`src/rtl/accel_msg_sched_driver.sv`:
```
`default_nettype none
// ============================================================================
// Module      : accel_msg_sched_driver
// Description : SHA-256 message scheduler and round sequencer. Accepts one
//               512-bit padded block per valid/ready handshake, expands it
//               into W[0..63] through a 16-word sliding window and steps the
//               downstream round compressor through CLR/INIT/64 rounds/FINAL.
// Ports       : clk, rst_n        clock, async active-low reset
//               i_blk_vld         block valid
//               i_blk_data[511:0] padded block, word 0 in [511:480]
//               i_first_blk       block starts a new message (restore IV)
//               o_blk_rdy         idle, can accept a block
//               o_w[31:0]         W[t] for current round
//               o_i[6:0]          current round index t
//               o_update_A_H      compressor loads/advances A-H
//               o_update_H0_7     compressor accumulates A-H into H0-H7
//               o_rst_hash_n      active-low: compressor restores H0-H7 to IV
//               o_is_hashing      1 = round update, 0 = load A-H from H0-H7
//               o_done            one-cycle pulse, block fully absorbed
// Revision    : 1.0 - initial release
// ============================================================================
module accel_msg_sched_driver #(
    parameter int ROUNDS = 64
) (
    input  logic         clk,
    input  logic         rst_n,
    input  logic         i_blk_vld,
    input  logic [511:0] i_blk_data,
    input  logic         i_first_blk,
    output logic         o_blk_rdy,
    output logic [31:0]  o_w,
    output logic [6:0]   o_i,
    output logic         o_update_A_H,
    output logic         o_update_H0_7,
    output logic         o_rst_hash_n,
    output logic         o_is_hashing,
    output logic         o_done
);

    typedef enum logic [2:0] {
        S_IDLE  = 3'd0,
        S_CLR   = 3'd1,
        S_INIT  = 3'd2,
        S_ROUND = 3'd3,
        S_FINAL = 3'd4,
        S_DONE  = 3'd5
    } state_t;

    state_t      r_state;
    state_t      w_next;

    logic [31:0] r_win [16];
    logic [31:0] w_new_word;

    logic        r_blk_rdy, r_update_A_H, r_update_H0_7, r_rst_hash_n;
    logic        r_is_hashing, r_done;
    logic [31:0] r_w;
    logic [6:0]  r_i;

    logic        w_blk_rdy, w_update_A_H, w_update_H0_7, w_rst_hash_n;
    logic        w_is_hashing, w_done, w_load, w_shift;
    logic [31:0] w_w;
    logic [6:0]  w_i;

    function automatic logic [31:0] f_s0(input logic [31:0] x);
        return {x[6:0], x[31:7]} ^ {x[17:0], x[31:18]} ^ (x >> 3);
    endfunction

    function automatic logic [31:0] f_s1(input logic [31:0] x);
        return {x[16:0], x[31:17]} ^ {x[18:0], x[31:19]} ^ (x >> 10);
    endfunction

    // r_win[j] holds W[n+j], where n is the index of the next word to be
    // issued, so the incoming word is W[n+16].
    assign w_new_word = f_s1(r_win[14]) + r_win[9] + f_s0(r_win[1]) + r_win[0];

    always_ff @(posedge clk or negedge rst_n) begin
        if (!rst_n) begin
            r_state <= S_IDLE;
        end else begin
            r_state <= w_next;
        end
    end

    // Outputs are decoded from the state being entered so that the registered
    // strobes line up with the state they belong to.
    always_comb begin
        w_next        = r_state;
        w_load        = 1'b0;
        w_shift       = 1'b0;
        w_blk_rdy     = 1'b0;
        w_update_A_H  = 1'b0;
        w_update_H0_7 = 1'b0;
        w_rst_hash_n  = 1'b1;
        w_is_hashing  = 1'b0;
        w_done        = 1'b0;
        w_w           = 32'd0;
        w_i           = r_i;

        case (r_state)
            S_IDLE: begin
                if (i_blk_vld) begin
                    w_load = 1'b1;
                    w_next = i_first_blk ? S_CLR : S_INIT;
                end
            end
            S_CLR:   w_next = S_INIT;
            S_INIT:  w_next = S_ROUND;
            S_ROUND: w_next = (r_i == 7'(ROUNDS - 1)) ? S_FINAL : S_ROUND;
            S_FINAL: w_next = S_DONE;
            S_DONE:  w_next = S_IDLE;
            default: w_next = S_IDLE;
        endcase

        case (w_next)
            S_IDLE:  w_blk_rdy     = 1'b1;
            S_CLR:   w_rst_hash_n  = 1'b0;
            S_INIT:  w_update_A_H  = 1'b1;
            S_ROUND: begin
                w_update_A_H = 1'b1;
                w_is_hashing = 1'b1;
                w_shift      = 1'b1;
                w_w          = r_win[0];
                w_i          = (r_state == S_INIT) ? 7'd0 : r_i + 7'd1;
            end
            S_FINAL: w_update_H0_7 = 1'b1;
            S_DONE:  w_done        = 1'b1;
            default: w_blk_rdy     = 1'b0;
        endcase
    end

    always_ff @(posedge clk or negedge rst_n) begin
        if (!rst_n) begin
            r_blk_rdy     <= 1'b1;
            r_update_A_H  <= 1'b0;
            r_update_H0_7 <= 1'b0;
            r_rst_hash_n  <= 1'b1;
            r_is_hashing  <= 1'b0;
            r_done        <= 1'b0;
            r_w           <= 32'd0;
            r_i           <= 7'd0;
            for (int k = 0; k < 16; k++) begin
                r_win[k] <= 32'd0;
            end
        end else begin
            r_blk_rdy     <= w_blk_rdy;
            r_update_A_H  <= w_update_A_H;
            r_update_H0_7 <= w_update_H0_7;
            r_rst_hash_n  <= w_rst_hash_n;
            r_is_hashing  <= w_is_hashing;
            r_done        <= w_done;
            r_w           <= w_w;
            r_i           <= w_i;
            if (w_load) begin
                for (int k = 0; k < 16; k++) begin
                    r_win[k] <= i_blk_data[511 - 32*k -: 32];
                end
            end else if (w_shift) begin
                for (int k = 0; k < 15; k++) begin
                    r_win[k] <= r_win[k+1];
                end
                r_win[15] <= w_new_word;
            end
        end
    end

    assign o_blk_rdy     = r_blk_rdy;
    assign o_update_A_H  = r_update_A_H;
    assign o_update_H0_7 = r_update_H0_7;
    assign o_rst_hash_n  = r_rst_hash_n;
    assign o_is_hashing  = r_is_hashing;
    assign o_done        = r_done;
    assign o_w           = r_w;
    assign o_i           = r_i;

endmodule
`default_nettype wire

```
`config.mk`:
```
export PLATFORM = sky130hd
export DESIGN_NAME = accel_msg_sched_driver
export DESIGN_NICKNAME = d
export VERILOG_FILES = /design/src/rtl/accel_msg_sched_driver.sv
export SDC_FILE = /design/constraint.sdc
export NUM_CORES = 2
export LEC_CHECK = 0
export CORE_AREA = 2 2 280 213
export CTS_BUF_LIST = sky130_fd_sc_hd__clkbuf_2 sky130_fd_sc_hd__clkbuf_4 sky130_fd_sc_hd__clkbuf_8
export DETAILED_ROUTE_END_ITERATION = 16
export DIE_AREA = 0 0 282 215
export PLACE_DENSITY = 0.78
export SLEW_MARGIN = 20
export SYNTH_ARGS = -nofsm -noshare
export SYNTH_HDL_FRONTEND = slang
export SYNTH_SLANG_ARGS = --single-unit
```
`constraint.sdc`:
```
create_clock -name clk -period 10 [get_ports clk]
set_input_delay 2 -clock clk [delete_from_list [all_inputs] [get_ports clk]]
set_output_delay 2 -clock clk [all_outputs]
set_load 0.005 [all_outputs]
```
After elaboration in Yosys (flattened, before gate mapping)
Index checks and enable logic that the tools add are counted.
Cells by class
  add/subtract/negate cells: 4
  equal/unequal tests: 10
  muxes and demuxes: 16
  bitwise logic cells: 4
  reductions and logical operators: 4
Operators by type and width (number)
  two-way mux 512 bit: 2
  adder 32 bit: 3
  bitwise XOR 32 bit: 2
  two-way mux 32 bit: 1
  bitwise XOR 32 x 22 -> 32 bit: 1
  bitwise XOR 32 x 29 -> 32 bit: 1
  one-hot mux 3 bit (5 select lines): 1
  equality test 3 x 2 -> 1 bit (second input constant): 4
  equality test 3 bit (second input constant): 3
  two-way mux 1 bit: 8
  adder 7 x 1 -> 7 bit (second input constant): 1
  equality test 7 x 6 -> 1 bit (second input constant): 1
  two-way mux 7 bit: 1
  equality test 3 x 1 -> 1 bit (second input constant): 2
  zero test 3 bit: 2
  two-way mux 3 bit: 2
  two-way mux 2 bit: 1
  nonzero test 2 bit: 1
  OR reduction 2 bit: 1
Storage, ports and cells
  register bits after elaboration: 560

Logic depth before layout (Yosys ltp)
  word-level depth: 7
  depth in mapped cells: 16
  gate-level depth less buffers: 15

Worst setup path before layout
OpenSTA, ideal clock, no wires.
  path type: reg-to-reg
  from: register r_win[50] (netlist name)
  to: register r_win[29] (netlist name)
  arrival: 3.959 ns
  required time: 9.871 ns
  path slack: 5.911 ns
  cell stages (with the launch flop): 17
  path buffers: 1
  period minus slack after synthesis: 4.089 ns
  cells stage by stage: dfrtp_1 clkbuf_1 xor2_1 xnor2_1 fa_1 inv_1 fa_1 ha_1 fa_1 a211oi_2 o21bai_1 o21a_1 a221o_2 o21a_1 a31oi_1 xor2_1 o21ai_1
On the way
  cells in the longest elaborated chain, start to end: 7
Ends and longest elaborated chain
  from (decl): line 52  | logic [31:0] r_win [16];
  from (signal, indexed assignment): line 156  | r_win[k] <= i_blk_data[511 - 32*k -: 32];
  from (signal, indexed assignment): line 160  | r_win[k] <= r_win[k+1];
  bitwise XOR 32 bit: line 70  | return {x[16:0], x[31:17]} ^ {x[18:0], x[31:19]} ^ (x >> 10);
  bitwise XOR 32 x 22 -> 32 bit (*): line 70
  adder 32 bit (*) (3 in series): line 75  | assign w_new_word = f_s1(r_win[14]) + r_win[9] + f_s0(r_win[1]) + r_win[0];
  two-way mux 512 bit (*): line 158  | end else if (w_shift) begin
  two-way mux 512 bit (*): line 154  | if (w_load) begin
Mark *: on every way between the ends. The rest lies on a longest branch, timed or not. The select of a mux whose other input is x is not followed.
A chain may end at the register's enable or synchronous reset.

Final worst setup path
  from: register r_win[43] (netlist name)
  to: register r_win[29] (netlist name)
The elaborated chain is that of the path after synthesis.

==> metrics.yaml <==
status: "finished, final reports clean"
layout_common_cells: "nand2_1, clkdlybuf4s50_1, dfrtp_1"
hold_buffers: 0
syn_area_um2: 28800
overflow: 0
cts.sinks: 560
ant_nets: 0
cp.required_ps: 10550
route.detailed.drc: 0
syn_inst: 3468
synth.area.top_cells: "dfrtp_1, nand2_1, a31oi_1"
worst_slack_ps: 5250
grt_setup_unrepaired: "no"
seqCellArea_um2: 14000
fillerInstances: 4970
avgSynthCellArea_um2: 8.29
synth-seq-cells: 560
boundaryPins: 561
avgViaCountPerCell: 5.60
max_freq_mhz: 211
worstMarginPinSlew_ps: 1270
dr.pass1.iters: 6
relSlewSlack_pct: 15.4
synth_seq_area_share_pct: 48.7
yosysUniqueCellTypes: 59
numCtsBuffers: 90
h-tree-depth: 3
start_util_pct: 49.5
routedWlPerCell_um: 21.6
antenna_found_initial: 28
drt-initial-drc-count: 3072
rows: 77
met1Wirelength_mm: 43.0
synth_top_cell_by_area: "dfrtp_1"
dr_wl_met3_mm: 11.4
finalHoldViolations: 0
gp_congestion: 0.965
clk_pin_slew_ps: 70
path_class: "reg2reg"
die-area_um2: 60600
drv_slew: 0
setup_viol: 0
coreArea_um2: 58100
root_buffer: "clkbuf_8"
synth_top_area_share_pct: 48.6
grt_pass1_vias: 24900
io_buffers: 560
fin_crit_ps: 4750
synthesis.nets: 4078
top_layer: "met5"
finalSetupTns_ps: 0
syn2layout_area_growth_pct: 27.0
crit_fanout: 5
drt_wl_total_mm: 102
multiInputGateArea_um2: 13200
postCtsResizedCells: 0
die_w_um: 282
hp-class: "reg2reg"
cp-end-kind: "flop"
cts_tree: "built"
cp-start-kind: "flop"
grt_pass1_wl_mm: 151
place_hpwl_mm: 75.1
worst_ep_arrival_time_ps: 5300
drv_cap: 0
mostFrequentLayoutCell: "nand2_1"
post-place-ws_ps: 4590
finClkSkew_ps: 34.6
async_flop_share_pct: 100
yosys_warnings: 0
met2WireLength_mm: 45.0
finalCritPeriodShare_pct: 47.5
synthFlopType: "dfrtp_1"
synth_edf_count: 0
drive_gt1_share_pct: 5.22
nNetsFinal: 4461
grt_start_max_net_pins: 224
die_y_um: 215
grt_usage_pct: 33.6
num_vias: 26500
clockBufferDepth: 3
post_cts_buffers: 0
clk_latency_ps: 720
[flip-flops by register name (all words and copies together), names as in the netlist]
register,count
o_is_hashing,1
o_update_H0_7,1
o_update_A_H,1
o_blk_rdy,1
o_done,1
r_win,512
o_i,7
r_state,3
o_rst_hash_n,1
o_w,32
[synth_stat cells, types with 6 or more instances]
cell type  instances
nand2_1         1010
dfrtp_1          558
nor2_1           550
a31oi_1          489
clkbuf_1         267
inv_1            125
xnor2_1           92
fa_1              62
xor2_1            55
a21oi_1           42
o21ai_0           35
ha_1              32
buf_1             15
a22oi_1           12
a21o_1             9
buf_2              9
nand3_1            9
nand4_1            8
o21bai_1           8
nor3_1             6
o21a_1             6
[per-layer routing]
| layer | vias up | GRT usage (%) |
|---|---|---|
| met4 | 24 | 10.2 |
| met2 | 1217 | 49.5 |
| met1 | 12800 | 47.4 |
| li1 | 12200 | - |
| met5 | - | 0 |
| met3 | 191 | 10.3 |
[per-stage QoR]
step	utilization [%]	cells	hold WS (ps)	cell area (µm²)
floorplan	-	3468	450	28800
global placement	59.4	4549	462	34500
detailed placement	59.4	4549	471	34500
CTS	62.8	4714	485	36500
global route	62.8	4723	514	36500
finish	62.9	4728	485	36500
[path summary, 6_finish.rpt]
kind	start	to	slack, ps	depth (start not counted)
setup / recovery	r_win[43]	r_win[29]	5250	15
min in group asynchronous	rst_n	r_win[441]	1370	1
max in group asynchronous	rst_n	r_win[138]	7030	2
hold reg to reg	r_win[15]	r_win[15]	480	2
setup reg to reg	r_win[43]	r_win[29]	5250	15
hold / removal	r_win[15]	r_win[15]	480	2
[critical path, stage by stage (launching register included)]
cell      delay, ps
dfrtp_1         570
xor2_1          240
xnor2_1         290
fa_1            470
inv_1            80
fa_1            410
ha_1            230
fa_1            490
a211oi_2        260
o21bai_1        130
o21a_1          220
a221o_2         430
o21a_1          230
a31oi_1         260
xor2_1          210
o21ai_1          80
[area by class of cell]
cell class / instances / share of cell area [%]
well taps: 790 / 2.71
inverters: 125 / 1.28
clock buffers: 145 / 4.90
flip-flops and latches: 560 / 38.4
clock inverters: 20 / 0.504
multi-input cells: 2492 / 36.1
repair buffers: 582 / 16.0
diodes: 14 / 0.0959
[cell families after synthesis]
| group | count (synthesis) | synth area share, % |
|---|---|---|
| XOR/XNOR | 147 | 4.48 |
| buffers and inverters | 416 | 5.47 |
| AND/OR/NAND/NOR | 1607 | 21.4 |
| multiplexers | 1 | 0.0392 |
| adder cells (fa/ha/maj) | 94 | 5.71 |
| flip-flops | 560 | 48.7 |
| AO/OA/AOI/OAI | 643 | 14.2 |
Power is not shown: default switching activity piles up to over one toggle a cycle in this logic, so the estimate is an artifact.
